===== config.mk =====
export PLATFORM = sky130hd
export DESIGN_NAME = awb_gain
export DESIGN_NICKNAME = d
export VERILOG_FILES = /design/src/rtl/awb_gain.sv
export SDC_FILE = /design/constraint.sdc
export NUM_CORES = 1
export LEC_CHECK = 0
export CAP_MARGIN = 15
export CORE_ASPECT_RATIO = 0.6
export CORE_MARGIN = 2
export CORE_UTILIZATION = 60
export CTS_BUF_LIST = sky130_fd_sc_hd__clkbuf_8
export DETAILED_ROUTE_END_ITERATION = 10
export GPL_TIMING_DRIVEN = 1
export PLACE_DENSITY = 0.82
export SLEW_MARGIN = 30
export SYNTH_ARGS = -nofsm -noshare
export SYNTH_HDL_FRONTEND = slang
export SYNTH_SLANG_ARGS = --single-unit

===== constraint.sdc =====
create_clock -name clk -period 5.6 [get_ports clk]
set_input_delay 1.12 -clock clk [delete_from_list [all_inputs] [get_ports clk]]
set_output_delay 1.12 -clock clk [all_outputs]
set_load 0.02 [all_outputs]

===== src/rtl/awb_gain.sv =====
// awb_gain: gray-world auto white balance.
//   Captures the R/G/B frame means, computes gain_r = G/R and gain_b = G/B with a
//   sequential restoring divider (one quotient bit per cycle), and applies the
//   committed gains to the pixel stream. G and untagged pixels pass at unity gain.
// Ports:
//   clk, rst_n                      clock (rising edge), async active-low reset
//   mean_valid_i, r/g/b_mean_i      1-cycle mean strobe and the three frame means
//   valid_i, color_i, value_i, last_i   input pixel stream (0=R 1=G 2=B 3=other)
//   valid_o, color_o, value_o, last_o   balanced pixel stream, latency 2
//   gain_r_o, gain_b_o              gains currently applied (unsigned, FRAC_BITS fraction)
//   busy_o                          high while the divider sequence runs
module awb_gain #(
    parameter int DATA_W    = 8,
    parameter int FRAC_BITS = 6,
    parameter int GAIN_W    = 10
) (
    input  logic              clk,
    input  logic              rst_n,
    input  logic              mean_valid_i,
    input  logic [DATA_W-1:0] r_mean_i,
    input  logic [DATA_W-1:0] g_mean_i,
    input  logic [DATA_W-1:0] b_mean_i,
    input  logic              valid_i,
    input  logic [1:0]        color_i,
    input  logic [DATA_W-1:0] value_i,
    input  logic              last_i,
    output logic              valid_o,
    output logic [1:0]        color_o,
    output logic [DATA_W-1:0] value_o,
    output logic              last_o,
    output logic [GAIN_W-1:0] gain_r_o,
    output logic [GAIN_W-1:0] gain_b_o,
    output logic              busy_o
);

    localparam int DIV_CYC = DATA_W + FRAC_BITS;
    localparam int CNT_W   = $clog2(DIV_CYC);
    localparam int PROD_W  = DATA_W + GAIN_W;
    localparam logic [GAIN_W-1:0] GAIN_ONE  = {{(GAIN_W-1){1'b0}}, 1'b1} << FRAC_BITS;
    localparam logic [GAIN_W-1:0] GAIN_MAX  = {GAIN_W{1'b1}};
    localparam logic [CNT_W-1:0]  CNT_LAST  = CNT_W'(DIV_CYC - 1);
    localparam logic [PROD_W:0]   ROUND_ADD = {{PROD_W{1'b0}}, 1'b1} << (FRAC_BITS - 1);

    typedef enum logic [1:0] {
        IDLE  = 2'd0,
        DIV_R = 2'd1,
        DIV_B = 2'd2,
        DONE  = 2'd3
    } state_t;

    // Clamp a full-width quotient to the representable gain range.
    function automatic logic [GAIN_W-1:0] sat_gain(input logic [DIV_CYC-1:0] q);
        logic [GAIN_W-1:0] res;
        if (|q[DIV_CYC-1:GAIN_W]) begin
            res = GAIN_MAX;
        end else begin
            res = q[GAIN_W-1:0];
        end
        return res;
    endfunction

    state_t              state_r, state_next_s;
    logic [CNT_W-1:0]    cnt_r;
    logic [DATA_W-1:0]   r_mean_r, g_mean_r, b_mean_r;
    logic [DATA_W-1:0]   rem_r;
    logic [DIV_CYC-1:0]  quo_r;
    logic [GAIN_W-1:0]   quot_r_r, quot_b_r;
    logic [GAIN_W-1:0]   shadow_r_r, shadow_b_r, active_r_r, active_b_r;
    logic                pending_r, frame_open_r, busy_r;

    logic                load_s, dividing_s, cnt_last_s, done_s, commit_s;
    logic [DATA_W-1:0]   divisor_s, rem_next_s;
    logic [DATA_W:0]     trial_s;
    logic                ge_s;
    logic [DIV_CYC-1:0]  quo_next_s;

    // FSM state register.
    always_ff @(posedge clk or negedge rst_n) begin
        if (!rst_n) begin
            state_r <= IDLE;
        end else begin
            state_r <= state_next_s;
        end
    end

    // FSM next-state logic; means arriving outside IDLE are simply dropped.
    always_comb begin
        state_next_s = state_r;
        case (state_r)
            IDLE:    if (mean_valid_i) state_next_s = DIV_R; else state_next_s = IDLE;
            DIV_R:   if (cnt_last_s)   state_next_s = DIV_B; else state_next_s = DIV_R;
            DIV_B:   if (cnt_last_s)   state_next_s = DONE;  else state_next_s = DIV_B;
            DONE:    state_next_s = IDLE;
            default: state_next_s = IDLE;
        endcase
    end

    // FSM output decode: divider control strobes.
    always_comb begin
        load_s     = 1'b0;
        dividing_s = 1'b0;
        done_s     = 1'b0;
        case (state_r)
            IDLE:    load_s     = mean_valid_i;
            DIV_R:   dividing_s = 1'b1;
            DIV_B:   dividing_s = 1'b1;
            DONE:    done_s     = 1'b1;
            default: load_s     = 1'b0;
        endcase
    end

    assign cnt_last_s = (cnt_r == CNT_LAST);
    assign commit_s   = pending_r & ~frame_open_r & ~valid_i & ~done_s;

    // One restoring-division step. A zero divisor makes every trial succeed,
    // so the quotient goes to all ones and saturates.
    always_comb begin
        if (state_r == DIV_B) begin
            divisor_s = b_mean_r;
        end else begin
            divisor_s = r_mean_r;
        end
        trial_s = {rem_r, quo_r[DIV_CYC-1]};
        ge_s    = (trial_s >= {1'b0, divisor_s});
        if (ge_s) begin
            rem_next_s = DATA_W'(trial_s - {1'b0, divisor_s});
        end else begin
            rem_next_s = trial_s[DATA_W-1:0];
        end
        quo_next_s = {quo_r[DIV_CYC-2:0], ge_s};
    end

    // Divider datapath: mean capture, shift/subtract, quotient capture per colour.
    always_ff @(posedge clk or negedge rst_n) begin
        if (!rst_n) begin
            r_mean_r <= '0;
            g_mean_r <= '0;
            b_mean_r <= '0;
            rem_r    <= '0;
            quo_r    <= '0;
            cnt_r    <= '0;
            quot_r_r <= GAIN_ONE;
            quot_b_r <= GAIN_ONE;
            busy_r   <= 1'b0;
        end else begin
            busy_r <= (state_next_s != IDLE);
            if (load_s) begin
                r_mean_r <= r_mean_i;
                g_mean_r <= g_mean_i;
                b_mean_r <= b_mean_i;
                rem_r    <= '0;
                quo_r    <= {g_mean_i, {FRAC_BITS{1'b0}}};
                cnt_r    <= '0;
            end else if (dividing_s) begin
                if (cnt_last_s) begin
                    // Reload the same dividend for the blue pass.
                    rem_r <= '0;
                    quo_r <= {g_mean_r, {FRAC_BITS{1'b0}}};
                    cnt_r <= '0;
                    if (state_r == DIV_R) begin
                        quot_r_r <= sat_gain(quo_next_s);
                    end else begin
                        quot_b_r <= sat_gain(quo_next_s);
                    end
                end else begin
                    rem_r <= rem_next_s;
                    quo_r <= quo_next_s;
                    cnt_r <= cnt_r + CNT_W'(1);
                end
            end else begin
                cnt_r <= cnt_r;
            end
        end
    end

    // Shadow/active gains: DONE loads the shadow (overwriting any uncommitted one);
    // the shadow moves to active only between frames.
    always_ff @(posedge clk or negedge rst_n) begin
        if (!rst_n) begin
            shadow_r_r   <= GAIN_ONE;
            shadow_b_r   <= GAIN_ONE;
            active_r_r   <= GAIN_ONE;
            active_b_r   <= GAIN_ONE;
            pending_r    <= 1'b0;
            frame_open_r <= 1'b0;
        end else begin
            if (valid_i) begin
                frame_open_r <= ~last_i;
            end else begin
                frame_open_r <= frame_open_r;
            end
            if (done_s) begin
                shadow_r_r <= quot_r_r;
                shadow_b_r <= quot_b_r;
                pending_r  <= 1'b1;
            end else if (commit_s) begin
                active_r_r <= shadow_r_r;
                active_b_r <= shadow_b_r;
                pending_r  <= 1'b0;
            end else begin
                pending_r <= pending_r;
            end
        end
    end

    // Pixel pipeline signals.
    logic [GAIN_W-1:0]           pix_gain_s;
    logic [PROD_W-1:0]           prod_s, prod_r;
    logic [PROD_W:0]             round_sum_s;
    logic [PROD_W-FRAC_BITS:0]   shifted_s;
    logic [DATA_W-1:0]           pix_sat_s;
    logic                        s1_valid_r, s1_last_r;
    logic [1:0]                  s1_color_r;
    logic                        valid_r, last_r;
    logic [1:0]                  color_r;
    logic [DATA_W-1:0]           value_r;

    // Per-colour gain select and S1 multiply operand.
    always_comb begin
        case (color_i)
            2'd0:    pix_gain_s = active_r_r;
            2'd2:    pix_gain_s = active_b_r;
            default: pix_gain_s = GAIN_ONE;
        endcase
        prod_s = PROD_W'(value_i) * PROD_W'(pix_gain_s);
    end

    // S2 round-half-up and clamp to the pixel range.
    always_comb begin
        round_sum_s = {1'b0, prod_r} + ROUND_ADD;
        shifted_s   = round_sum_s[PROD_W:FRAC_BITS];
        if (|shifted_s[PROD_W-FRAC_BITS:DATA_W]) begin
            pix_sat_s = {DATA_W{1'b1}};
        end else begin
            pix_sat_s = shifted_s[DATA_W-1:0];
        end
    end

    // Two-stage pixel pipe; value_o holds its last value while no pixel is out.
    always_ff @(posedge clk or negedge rst_n) begin
        if (!rst_n) begin
            s1_valid_r <= 1'b0;
            s1_last_r  <= 1'b0;
            s1_color_r <= 2'd0;
            prod_r     <= '0;
            valid_r    <= 1'b0;
            last_r     <= 1'b0;
            color_r    <= 2'd0;
            value_r    <= '0;
        end else begin
            s1_valid_r <= valid_i;
            s1_last_r  <= valid_i & last_i;
            s1_color_r <= color_i;
            prod_r     <= prod_s;
            valid_r    <= s1_valid_r;
            last_r     <= s1_last_r;
            color_r    <= s1_color_r;
            if (s1_valid_r) begin
                value_r <= pix_sat_s;
            end else begin
                value_r <= value_r;
            end
        end
    end

    assign valid_o  = valid_r;
    assign last_o   = last_r;
    assign color_o  = color_r;
    assign value_o  = value_r;
    assign gain_r_o = active_r_r;
    assign gain_b_o = active_b_r;
    assign busy_o   = busy_r;

endmodule

Word level (Yosys, flattened, before mapping):

Index checks and enable logic that the tools add are counted.

* register bits: 149
* bits of input ports: 39
* output and inout bits: 33
* logic and storage cells: 78

* add/sub/neg operators: 3
* multiply operators: 1
* $lt $le $gt $ge: 1
* equality and inequality tests: 5
* mux-type cells: 23
* bitwise gates (word level): 10
* reduce and logical (&&, ||, !) cells: 11

Operators with widths (number)
* $mux 8: 6
* $mux 14: 3
* $pmux 10 s2: 1
* $add 18x6->19 const B: 1
* $mul 8x10->18: 1
* $mux 4: 3
* $mux 10: 1
* $ge 9x8->1: 1
* $pmux 2 s4: 1
* $reduce_and 4->1: 2
* $sub 8x8->8: 1
* $mux 1: 7
* $eq 2x2->1 const B: 3
* $not 1->1: 6
* $reduce_bool 2->1: 3
* $reduce_or 5->1: 1
* $add 4x1->4 const B: 1
* $and 1x1->1: 4
* $eq 4x4->1 const B: 1
* $logic_not 2->1: 2
* $reduce_or 4->1: 1
* $eq 2x1->1 const B: 1
* $mux 2: 1
* $reduce_and 2->1: 1
* $reduce_or 2->1: 1

Logic depth before layout (Yosys ltp):

* word-level depth: 7
* gate-level depth with buffers: 20
* mapped depth without buffers: 19

Worst setup path after synthesis:

No wires, ideal clock.

* path type: input port to flip-flop
* start: input port color_i[0]
* end: register prod_r[12]
* setup time: 128 ps
* data arrival time: 5411 ps
* data required time: 5472 ps
* setup slack: 62 ps
* cell stages on the path: 16
* path buffers: 1
* path through: clkbuf_1 -> a211oi_1 -> nor2b_1 -> fa_1 -> fa_1 -> fa_1 -> inv_1 -> fa_1 -> inv_1 -> ha_1 -> a21o_1 -> nand2_1 -> a21boi_1 -> nor3b_1 -> o21bai_1 -> xor2_1

* longest elaborated chain between the ends: 3
* elaborated cells on any way between the ends: 4
* those cells by class: 1 x mul; 1 x eq/ne; 1 x mux; 1 x reduce/logical

Ends and longest elaborated chain
* start: declaration: RTL line 24 `input logic [1:0] color_i,`
* $eq 2x2->1 / $logic_not 2->1 (equally long branches): RTL line 220 `case (color_i)`
* $pmux 10 s2 (*): RTL line 220
* $mul 8x10->18 (*): RTL line 225 `prod_s = PROD_W'(value_i) * PROD_W'(pix_gain_s);`
* net prod_s[12]: RTL line 208 `logic [PROD_W-1:0] prod_s, prod_r;`
* end signal: assignment: RTL line 254 `prod_r <= prod_s;`
* end: declaration: RTL line 208

The timed path passes the listed nets; every way through them passes the cells marked *.
A chain may end at the register's enable or synchronous reset.

Final worst setup path:

* start: input port color_i[1]
* end: register prod_r[17]

Same word-level chain as after synthesis.

==> results.tsv <==
metric	value	unit
yosys_register_bits	144	
core	13750	um2
power_leakage	4.732	nW
ys_async_sr_fraction	100.0	%
fin_crit_sh	96.63	%
pre_cts_slack	-0.8376	ns
avgRoutedWirePerCell	16.74	um
outcome	finished clean	
synthCells	834	
min_period	5.411	ns
avgSynthCellArea	10.22	um2
grtUsageTotal	27.63	%
first_pass_iters	6	
gr-total-overflow	0	
relSlewSlack	35.42	%
hold_ws	0.3528	ns
routed_wl	19250	um
netlist_area	8524	um2
place_inst	1118	
path_max_fanout	8	
drc	0	
num_vias	6298	
diodes	0	
max-clock-path-buffers	2	
top_usage_layer	met1	
max_cap_viol_count	0	
hp-class	reg2reg	
start_util	62.00	%
critPathRequiredTime	5.92	ns
cellPowerDensity	491.8	nW/um2
n_fill_cell	941	
grt_antenna_before_repair	0	
num_rows	33	
grt_util_met3	6.394	%
syn_nets	972	
cts_made_buffers	17	
finalSetupViolCount	0	
synthDistinctLibCells	45	
synth_edf_count	0	
cts-root-buf	clkbuf_8	
cts_sinks	144	
grtUsageMet2	39.42	%
drt-initial-drc-count	444	
dpl.hpwl	14370	um
die_area	15210	um2
fin_worst_skew	0.01330	ns
vdd_drop_max	0.2699	mV
multi_input_area	4606	um2
path_clk_slew	0.08	ns
synth.yosys.seq_area_share	42.36	%
io-pin-count	72	
finalPower	0.005039	W
layoutNonFillerInstCount	1150	
worst_slew_pin_slew	0.9651	ns
hold_violations	0	
grt_pass1_vias	6360	
clock_latency	0.43	ns
gp_congestion	0.8972	
portBuffers	71	
grt_max_degree	103	
cts_tree	done	
final.setup.worst_slack	0.1885	ns
path_class	in2reg	
worstPathArrival	5.73	ns
cts_max_level	4	
grt_pass1_wl	32110	um
seq_area	3611	um2
cp-start-kind	input port	
endpoint_kind	flop	
clock.fmax	184.8	MHz
ys_warn_count	0	
cts_setup_buffers	0	
syn2layout_area_growth	20.20	%
via_per_inst	5.477	
rsz0062_at_grt	no	
drv_slew	0	
finalCoreUtilization	74.52	%
use_met1	43.05	%
fin_nets	1083	
postRouteAntennaNets	0	
die_y	96.33	um
die_x	157.9	um
synth_top_flop_cell	dfrtp_1	
hold_buffers	0	
drive_gt1_share	15.24	%
[cell usage after synthesis, types with 23 or more instances]
cell        n  area [um2]
dfrtp_1   138        3453
nand2_1   124       465.5
inv_1      72       270.3
nor2_1     62       232.7
and2_1     60       375.4
ha_1       51       638.1
fa_1       48       960.9
mux2_2     41       461.7
o21ai_0    40       200.2
a21oi_1    36       180.2
clkbuf_1   24       90.09
mux2i_1    23       230.2
[final cells by class]
| type | count | share of cell area (%) |
|---|---|---|
| repair buffers | 121 | 10.77 |
| well taps | 192 | 2.345 |
| flip-flops and latches | 144 | 35.24 |
| inverters | 72 | 2.638 |
| clock buffers | 18 | 2.418 |
| clock inverters | 14 | 1.636 |
| multi-input cells | 589 | 44.95 |
[per-stage QoR]
stage          TNS [ns]  cell area (um2)
2_1_floorplan         0             8524
3_3_place_gp     -4.089             9759
3_5_place_dp     -5.575             9768
4_1_cts               0            10200
5_1_grt               0            10250
6_report              0            10250
[timing repair]
action / 4_1_cts / 5_1_grt
gates resized for setup: 6 / 13
setup endpoints to repair: 7 / 7
cloned: 0 / 0
pin swaps: 0 / 1
[state kept, by name, summed over array words and instances, names as in the netlist, 2 cells and up]
name        count
quo_r          14
prod_r         13
gain_b_o       10
gain_r_o       10
quot_b_r       10
quot_r_r       10
shadow_b_r     10
shadow_r_r     10
b_mean_r        8
g_mean_r        8
r_mean_r        8
rem_r           8
value_o         8
cnt_r           4
color_o         2
s1_color_r      2
state_r         2
[routing by layer]
metal  vias to the layer above  part of all wire, %
li1                       2956                    -
met3                        17                  6.5
met2                       189                   42
met4                         0                 0.78
met5                         -                    0
met1                      3136                   51
[where the power goes]
| part | leakage [nW] | internal (W) | total (W) | switching, W |
|---|---|---|---|---|
| Sequential | 1.60 | 0.00133 | 0.00155 | 0.000222 |
| Combinational | 2.93 | 0.00120 | 0.00264 | 0.00144 |
| Clock | 0.204 | 0.000451 | 0.000849 | 0.000397 |
[cell families after synthesis]
group                      count (synthesis)  synth area share, %
AOI/OAI and AO/OA                        110                7.867
adders and majority gates                 99                18.76
DFF                                      144                42.36
muxes                                     64                8.117
buffers and inverters                    101                4.535
and+or+nand+nor                          292                15.90
xor gates and xnor gates                  24                2.466
[worst paths after layout]
path / from / to / slack, ns / depth (start not counted)
worst min-delay path: s1_last_r$_DFF_PN0_ / last_o$_DFF_PN0_ / 0.35 / 0
max in group asynchronous: rst_n / quo_r[0]$_DFFE_PN0P_ / 3.78 / 2
worst max-delay path: color_i[1] / prod_r[17]$_DFF_PN0_ / 0.19 / 18
worst min register to register: s1_last_r$_DFF_PN0_ / last_o$_DFF_PN0_ / 0.35 / 0
worst max register to register: gain_b_o[1]$_DFFE_PN0P_ / prod_r[15]$_DFF_PN0_ / 0.79 / 17
min in group asynchronous: rst_n / g_mean_r[3]$_DFFE_PN0P_ / 0.78 / 1
[cells in the final DEF, fill, tap and decap left out, types with 40 or more instances in the layout]
master / instances
dfrtp_1: 138
nand2_1: 124
inv_1: 74
clkdlybuf4s50_1: 68
and2_1: 60
nor2_1: 55
ha_1: 50
fa_1: 48
buf_4: 48
mux2_2: 41
o21ai_0: 40
[critical path, stage by stage]
cell,delay (ns)
clkbuf_2,0.17
buf_6,0.19
mux2i_1,0.35
nor2_4,0.08
buf_4,0.15
and2_1,0.17
fa_1,0.50
fa_1,0.52
fa_1,0.54
inv_1,0.05
fa_1,0.52
inv_1,0.04
ha_1,0.32
nand3_1,0.15
buf_4,0.17
o311ai_2,0.39
a21oi_1,0.14
xnor2_1,0.14
No activity file was read; power rests on OpenSTA's default activity.
